### config.mk
export PLATFORM = sky130hd
export DESIGN_NAME = clock_display_scan
export DESIGN_NICKNAME = d
export VERILOG_FILES = /design/src/rtl/clock_display_pkg.sv /design/src/rtl/bcd_to_ssd.sv /design/src/rtl/clock_display_scan.sv
export SDC_FILE = /design/constraint.sdc
export NUM_CORES = 1
export LEC_CHECK = 0
export BUFFER_PORTS_ARGS = -buffer_cell sky130_fd_sc_hd__buf_2
export CAP_MARGIN = 20
export CORE_MARGIN = 2
export CORE_UTILIZATION = 50
export CTS_BUF_LIST = sky130_fd_sc_hd__clkbuf_4 sky130_fd_sc_hd__clkbuf_8 sky130_fd_sc_hd__clkbuf_16
export CTS_CLUSTER_SIZE = 24
export DETAILED_ROUTE_END_ITERATION = 12
export HOLD_SLACK_MARGIN = 0.03
export PLACE_DENSITY = 0.79
export SLEW_MARGIN = 20
export SYNTH_ARGS = -nofsm -noshare
export SYNTH_HDL_FRONTEND = slang
export SYNTH_SLANG_ARGS = --single-unit
### constraint.sdc
create_clock -name clk -period 1.8 [get_ports clk]
set_clock_uncertainty 0.1 [all_clocks]
set_input_delay 0.18 -clock clk [delete_from_list [all_inputs] [get_ports clk]]
set_output_delay 0.18 -clock clk [all_outputs]
set_load 0.01 [all_outputs]
### src/rtl/clock_display_pkg.sv
`default_nettype none
// ============================================================================
// Module  : clock_display_pkg
// Purpose : Shared widths and active-low segment constants for the
//           clock_display_scan multiplexed seven-segment driver.
//           Segment patterns are ordered {a,b,c,d,e,f,g}; a 0 lights
//           the segment.
// Rev     : 1.0  initial release
// ============================================================================
package clock_display_pkg;

  localparam int BCD_W     = 4;   // one BCD digit
  localparam int SEG_W     = 8;   // {a..g, dp}
  localparam int SEG7_W    = 7;   // a..g only
  localparam int POS_COUNT = 4;   // display positions
  localparam int IDX_W     = 2;   // log2(POS_COUNT)

  // Position that carries the lit decimal point (HH.MM / MM.SS separator).
  localparam logic [IDX_W-1:0] DP_POS = 2'd2;
  // Leftmost position, candidate for leading-zero blanking.
  localparam logic [IDX_W-1:0] MS_POS = 2'd3;

  // Active-low a..g patterns.
  localparam logic [SEG7_W-1:0] SEG_0    = 7'b0000001;
  localparam logic [SEG7_W-1:0] SEG_1    = 7'b1001111;
  localparam logic [SEG7_W-1:0] SEG_2    = 7'b0010010;
  localparam logic [SEG7_W-1:0] SEG_3    = 7'b0000110;
  localparam logic [SEG7_W-1:0] SEG_4    = 7'b1001100;
  localparam logic [SEG7_W-1:0] SEG_5    = 7'b0100100;
  localparam logic [SEG7_W-1:0] SEG_6    = 7'b0100000;
  localparam logic [SEG7_W-1:0] SEG_7    = 7'b0001111;
  localparam logic [SEG7_W-1:0] SEG_8    = 7'b0000000;
  localparam logic [SEG7_W-1:0] SEG_9    = 7'b0000100;
  localparam logic [SEG7_W-1:0] SEG_DASH = 7'b1111110;
  localparam logic [SEG7_W-1:0] SEG_OFF  = 7'b1111111;

  // Full 8-bit blank drive (segments and dp all dark).
  localparam logic [SEG_W-1:0] SEGS_BLANK = 8'hFF;

  // All anodes disabled.
  localparam logic [POS_COUNT-1:0] ANODE_OFF = 4'b1111;

  typedef enum logic {
    PAGE_MMSS = 1'b0,
    PAGE_HHMM = 1'b1
  } page_e;

  // Active-low one-hot anode pattern for a display position.
  function automatic logic [POS_COUNT-1:0] anode_sel(input logic [IDX_W-1:0] pos);
    anode_sel = ~(4'b0001 << pos);
  endfunction

endpackage : clock_display_pkg
`default_nettype wire

### src/rtl/bcd_to_ssd.sv
`default_nettype none
// ============================================================================
// Module  : bcd_to_ssd
// Purpose : Combinational BCD to seven-segment decoder, active-low a..g.
//           Codes 10..15 are not valid BCD and show a dash (g only).
// Ports   : bcd [3:0] in  - digit value
//           seg [6:0] out - {a,b,c,d,e,f,g}, 0 = segment lit
// Rev     : 1.0  initial release
// ============================================================================
module bcd_to_ssd
  import clock_display_pkg::*;
(
  input  logic [BCD_W-1:0]  bcd,
  output logic [SEG7_W-1:0] seg
);

  always_comb begin
    seg = SEG_DASH;
    case (bcd)
      4'd0:    seg = SEG_0;
      4'd1:    seg = SEG_1;
      4'd2:    seg = SEG_2;
      4'd3:    seg = SEG_3;
      4'd4:    seg = SEG_4;
      4'd5:    seg = SEG_5;
      4'd6:    seg = SEG_6;
      4'd7:    seg = SEG_7;
      4'd8:    seg = SEG_8;
      4'd9:    seg = SEG_9;
      default: seg = SEG_DASH;
    endcase
  end

endmodule : bcd_to_ssd
`default_nettype wire

### src/rtl/clock_display_scan.sv
`default_nettype none
// ============================================================================
// Module  : clock_display_scan
// Purpose : 4-digit multiplexed common-anode seven-segment driver for a BCD
//           time-of-day counter. Shows MM:SS (page 0) or HH:MM (page 1).
//           The displayed digits are snapshotted once per scan frame so one
//           frame never mixes two counter values.
// Ports   : clk            in  - system clock, rising edge
//           rst_n          in  - asynchronous active-low reset
//           sec0..sec5 [3:0] in - BCD s units, s tens, m units, m tens,
//                                 h units, h tens
//           page           in  - 0 = MM:SS, 1 = HH:MM
//           ssd_ctl [3:0]  out - anode enables, active low, bit 0 rightmost
//           segs [7:0]     out - {a,b,c,d,e,f,g,dp}, active low
// Params  : SCAN_CYCLES    - cycles each position stays lit (2..65535)
// Config  : LEADING_ZERO_BLANK_EN - when defined, a zero hours-tens digit on
//           page 1 is blanked while its anode keeps strobing.
// Rev     : 1.0  initial release
// ============================================================================
module clock_display_scan
  import clock_display_pkg::*;
#(
  parameter int SCAN_CYCLES = 25000
) (
  input  logic                 clk,
  input  logic                 rst_n,
  input  logic [BCD_W-1:0]     sec0,
  input  logic [BCD_W-1:0]     sec1,
  input  logic [BCD_W-1:0]     sec2,
  input  logic [BCD_W-1:0]     sec3,
  input  logic [BCD_W-1:0]     sec4,
  input  logic [BCD_W-1:0]     sec5,
  input  logic                 page,
  output logic [POS_COUNT-1:0] ssd_ctl,
  output logic [SEG_W-1:0]     segs
);

  localparam int          PRE_W   = 16;
  localparam logic [PRE_W-1:0] TICK_AT = PRE_W'(SCAN_CYCLES - 1);

`ifdef LEADING_ZERO_BLANK_EN
  localparam bit LZB_EN = 1'b1;
`else
  localparam bit LZB_EN = 1'b0;
`endif

  // --------------------------------------------------------------------------
  // State
  // --------------------------------------------------------------------------
  logic [PRE_W-1:0]                pre_cnt;
  logic [IDX_W-1:0]                idx;
  logic [POS_COUNT-1:0][BCD_W-1:0] shadow;
  page_e                           shadow_page;

  logic                            scan_tick;
  logic                            frame_end;
  logic [POS_COUNT-1:0][BCD_W-1:0] live_digits;

  logic [BCD_W-1:0]                cur_digit;
  logic [SEG7_W-1:0]               cur_seg7;
  logic                            cur_dp;
  logic                            cur_blank;
  logic [SEG_W-1:0]                segs_next;
  logic [POS_COUNT-1:0]            ctl_next;

  assign scan_tick = (pre_cnt == TICK_AT);
  // Last tick of position 3: snapshot and idx wrap share this edge, so the
  // first position of the new frame already decodes the fresh shadow.
  assign frame_end = scan_tick && (idx == MS_POS);

  // --------------------------------------------------------------------------
  // Prescaler
  // --------------------------------------------------------------------------
  always_ff @(posedge clk or negedge rst_n) begin
    if (!rst_n) begin
      pre_cnt <= '0;
    end else if (scan_tick) begin
      pre_cnt <= '0;
    end else begin
      pre_cnt <= pre_cnt + 1'b1;
    end
  end

  // --------------------------------------------------------------------------
  // Position index, wraps naturally 3 -> 0
  // --------------------------------------------------------------------------
  always_ff @(posedge clk or negedge rst_n) begin
    if (!rst_n) begin
      idx <= '0;
    end else if (scan_tick) begin
      idx <= idx + 1'b1;
    end
  end

  // --------------------------------------------------------------------------
  // Frame snapshot
  // --------------------------------------------------------------------------
  always_comb begin
    live_digits = {sec3, sec2, sec1, sec0};
    if (page_e'(page) == PAGE_HHMM) begin
      live_digits = {sec5, sec4, sec3, sec2};
    end
  end

  always_ff @(posedge clk or negedge rst_n) begin
    if (!rst_n) begin
      shadow      <= '0;
      shadow_page <= PAGE_MMSS;
    end else if (frame_end) begin
      shadow      <= live_digits;
      shadow_page <= page_e'(page);
    end
  end

  // --------------------------------------------------------------------------
  // Decode of the currently scanned position
  // --------------------------------------------------------------------------
  assign cur_digit = shadow[idx];

  bcd_to_ssd u_bcd_to_ssd (
    .bcd (cur_digit),
    .seg (cur_seg7)
  );

  assign cur_dp = (idx == DP_POS) ? 1'b0 : 1'b1;

  // A zero hours-tens digit is blanked only on the HH:MM page.
  assign cur_blank = LZB_EN
                     && (shadow_page == PAGE_HHMM)
                     && (idx == MS_POS)
                     && (shadow[MS_POS] == '0);

  always_comb begin
    segs_next = {cur_seg7, cur_dp};
    if (cur_blank) begin
      segs_next = SEGS_BLANK;
    end
  end

  assign ctl_next = anode_sel(idx);

  // --------------------------------------------------------------------------
  // Output registers: glitch-free pad drive, one cycle behind idx/shadow
  // --------------------------------------------------------------------------
  always_ff @(posedge clk or negedge rst_n) begin
    if (!rst_n) begin
      ssd_ctl <= ANODE_OFF;
      segs    <= SEGS_BLANK;
    end else begin
      ssd_ctl <= ctl_next;
      segs    <= segs_next;
    end
  end

endmodule : clock_display_scan
`default_nettype wire

Word level (Yosys, flattened, before mapping)
Memories as Yosys holds them, arrays and structs flattened. A register that Yosys moved wholly into a read port is not among the register bits.
Index checks and enable logic that the tools add are counted.
{"block": "op_classes", "n_lt_le_gt_ge": 1, "bitwise": 1, "n_shift": 1, "mux": 5, "n_eq_ne": 3, "reduce_logical": 2, "addsub": 2}
{"op": "$mux 16", "count": 2}
{"op": "$add 16x1->16 const B", "count": 1}
{"op": "$eq 16x15->1 const B", "count": 1}
{"op": "$bmux 4 s2", "count": 1}
{"op": "$eq 2x2->1 const B", "count": 2}
{"op": "$mux 4", "count": 1}
{"op": "$not 4->4", "count": 1}
{"op": "$shl 1x2->4 const A", "count": 1}
{"op": "$lt 2x3->1 const B", "count": 1}
{"op": "$add 2x1->2 const B", "count": 1}
{"op": "$logic_and 1x1->1", "count": 1}
{"op": "$logic_not 1->1", "count": 1}
{"op": "$mux 1", "count": 1}
{"block": "word_totals", "out_inout_bits": 12, "mem_count": 1, "ff_bits": 46, "romBits": 112}
{"memory": "(name not given)", "words": 16, "word_bits": 7, "rd": 1, "rd_ports_with_merged_regs": 1, "write_ports": 0, "line_no": "bcd_to_ssd.sv:19", "rtl": "case (bcd)"}

Longest topological paths before layout
{"block": "depth", "depth_word": 2, "depth_mapped": 7, "depth_no_buf": 6}

Cells and area by module
A second synthesis with hierarchy kept.
{"block": "hier_totals", "hier_cells": 185, "area_unflattened_um2": 2352.3}
{"mod": "clock_display_scan", "cells_per_inst": 154, "instances": 1, "area_each_um2": 2122.0}
{"mod": "bcd_to_ssd", "cells_per_inst": 31, "instances": 1, "area_each_um2": 230.2}

Worst setup path after synthesis
Ideal clock, no wire load.
{"block": "synth_timing", "path_kind": "register -> register", "from": "register idx[0]", "to": "register segs[2]", "setup_time_ps": 84, "t_arrival_ps": 1649, "required_time_ps": 1616, "stages_incl_launch_ff": 8, "synth_period_minus_slack_ps": 1833, "n_path_buf": 1, "path_slack_ps": -33, "cell_sequence": "dfrtp_1 > buf_6 > mux4_2 > inv_1 > ha_1 > nor2_1 > a211oi_1 > a21oi_1"}
{"block": "synth_between", "elab_chain_len": 2}
{"element": "from (decl)", "line_no": "clock_display_scan.sv:51", "rtl": "logic [IDX_W-1:0] idx;"}
{"element": "from (signal assigned)", "line_no": "clock_display_scan.sv:91", "rtl": "idx <= idx + 1'b1;"}
{"element": "$bmux 4 s2", "line_no": "clock_display_scan.sv:118", "rtl": "assign cur_digit = shadow[idx];"}
{"element": "$mux 4 (implied by the code)", "line_no": "clock_display_scan.sv:118"}
{"element": "to (decl)", "line_no": "clock_display_scan.sv:35", "rtl": "output logic [SEG_W-1:0] segs"}
Every way passes these cells. The select of a mux whose other input is x is not followed.
A chain may end at the register's enable or synchronous reset.

Final worst setup path
Ends and elaborated chain as after synthesis.

==> qor.yml <==
status:
  status: "complete, no violations"
timing:
  slew_headroom: 0.681
  whs_ns: 0.101
  rsz0062_at_grt: "true"
  tns_ns: 0
  hold_violations: 0
  fin_crit_ns: 1.78
  finalCritPeriodShare: 0.989
  tightest_slew_ns: 0.479
  maxSlewViolCount: 0
  setup_viol: 0
  clock.fmax_mhz: 562
synth:
  ys_ff_latch: 45
  synth_fp_nets: 245
  synth_area_leader_cell: "dfrtp_1"
  syn_area_per_cell_um2: 11.3
  synthCells: 206
  yosysWarningCount: 0
  synth_cell_types: 36
  ys.flop_type: "dfrtp_1"
  syn-cell-area_um2: 2320
  yosysTopAreaCellShare: 0.366
  async_reset_ff_frac: 1.00
  ys_seq_area_frac: 0.491
  synth_edf_count: 0
  synthTopCellsByArea: "dfrtp_1 (37%), dfstp_2 (12%), mux2i_1 (7.3%)"
worst_hold_path:
  hp-class: "input pin to register"
  hold_start: "sec5[1]"
  min_to: "shadow[13]"
  holdPathStages: 3
floorplan:
  die_w_um: 72.2
  fp.coreArea_um2: 4410
  dieArea_um2: 5210
  rows: 24
  ios: 39
  die_h_um: 72.2
  initial_utilization: 0.526
clock_tree:
  clk_pin_slew_ns: 0.08
  cts.path.max_buffers: 2
  cts_buffers: 5
  cts-root-buf: "clkbuf_8"
  clock_sinks: 45
  cts_tree: "done"
  worstSkewPairLatency_ns: 0.29
  cts.htree.levels: 2
final_layout:
  regArea_um2: 1140
  multi_input_area_um2: 1090
  fin_nets: 296
  diodes: 0
  synthToLayoutAreaGrowth_pct: 21.6
  layout.cells.non_filler: 310
  drive_gt1_frac: 0.372
  fill_cells: 346
job:
  drv_cap: 0
power_and_ir_drop:
  ir_drop_mv: 0.446
  power.density_nw_per_um2: 628
  p_leak_nw: 1.24
setup_path:
  r2r_setup_slack_ns: 0.02
  setup.worst_path.end_class: "register"
  path_class: "register to register"
  regToRegEndpoint: "segs[2]"
  critPathMaxFanout: 6
  critPathRequiredTime_ns: 1.92
  arrival_ns: 1.90
  critPathLaunchType: "register"
  reg2reg_from: "idx[0]"
  rr_worst_depth: 6
detailed_routing:
  vias_per_cell: 5.45
  drt_first_pass_iters: 4
  wl_per_cell_um: 13.8
  wirelength_um: 4280
  ant_nets: 0
  vias: 1691
  drc: 0
  drtIter0Drc: 124
placed_design:
  place_congestion: 0.842
  io_buffer_count: 38
  hpwl_um: 2850
  place_inst: 294
global_route:
  track_usage: 0.176
  grt_max_degree: 44
  antenna_found_initial: 0
  globalRoute.totalOverflow: 0
  grt_pass1_wl_um: 7130
  first_global_vias: 1567
==> layout by cell type (no fill, tap or decap), types with 3 or more instances in the layout <==
| master | count |
|---|---|
| ha_1 | 9 |
| buf_2 | 38 |
| mux2i_1 | 17 |
| xor2_1 | 7 |
| buf_4 | 14 |
| nand2_1 | 9 |
| a31oi_1 | 16 |
| and4_1 | 3 |
| inv_1 | 7 |
| dfstp_2 | 11 |
| nand3_1 | 6 |
| dfrtp_1 | 32 |
| nor2_1 | 11 |
| mux4_2 | 4 |
| xnor2_1 | 5 |
| a21oi_1 | 19 |
| nand4_1 | 5 |
| clkbuf_8 | 7 |
==> worst max path at each step <==
stage,start,to,slack (ns),cells after the start
2_1_floorplan,idx[0],segs[2],0.008,7
3_3_place_gp,idx[0],segs[2],0.03,6
3_5_place_dp,idx[0],segs[2],-0.06,6
4_1_cts,pre_cnt[0],shadow[4],0.01,6
5_1_grt,idx[0],segs[2],-0.07,6
6_report,idx[0],segs[2],0.02,6
==> synthesized netlist by cell type, types with 6 or more instances <==
cell     instances
inv_1            9
a21oi_1         19
xor2_1           7
nand2_1          9
mux2i_1         17
dfrtp_1         34
a31oi_1         16
ha_1            12
dfstp_2         11
nor2_1          12
nand3_1          6
==> registers in the layout (all words and copies together) (netlist names) <==
| signal | flops |
|---|---|
| segs | 7 |
| idx | 2 |
| shadow | 16 |
| ssd_ctl | 4 |
| pre_cnt | 16 |
==> cell type report <==
cell class	instances	share of cell area
tap	52	0.0230
multi-input combinational	138	0.385
clock buffer	7	0.0341
clock inverter	1	0.00177
sequential	45	0.405
inverter	9	0.0120
timing repair buffer	58	0.139
==> report_power, final <==
group	internal, mW	total, mW	switching (mW)
sequential	1.01	1.01	0
combinational	0.0419	0.0853	0.0435
clock	0.347	0.677	0.330
total	1.40	1.77	0.373
==> critical path: stages, from the launching register on <==
cell      delay (ns)
dfrtp_2         0.44
mux4_2          0.61
inv_2           0.13
ha_4            0.14
nor2_2          0.04
a211oi_2        0.19
a21oi_1         0.06
==> logic make-up after synthesis <==
family | after synthesis | share of synthesized area
AO/OA/AOI/OAI | 45 | 0.115
XOR/XNOR | 12 | 0.0453
adder cells (fa/ha/maj) | 12 | 0.0647
buffers and inverters | 23 | 0.0609
flip-flops | 45 | 0.491
multiplexers | 22 | 0.117
AND/OR/NAND/NOR | 47 | 0.107
==> through the flow <==
step	cell area [µm²]	setup slack, ns	util	total power, mW
after global routing	2820	-0.0652	0.639	1.85
after detailed placement	2580	-0.0558	0.586	1.12
after global placement	2580	0.0267	0.586	1.12
final	2820	0.0193	0.639	1.77
after floorplan	2320	0.00806	-	1.06
after CTS	2710	0.0129	0.615	1.79
==> timing repair <==
item	CTS	global route
endpoints found under the setup margin	3	20
cloned	0	1
setup buffers	2	4
hold buffers	1	0
hold endpoints to repair	10	0
pin swaps	2	4
gates resized for setup	1	14
==> metal layers <==
metal	up-vias	wire length, µm	global-route usage	share of wire
met3	4	160	0.0333	0.037
met4	0	57	0.0713	0.013
met2	42	2000	0.269	0.47
met5	-	0	0	0
met1	813	2060	0.248	0.48
li1	832	-	-	-
(Power assumes the default switching activity.)
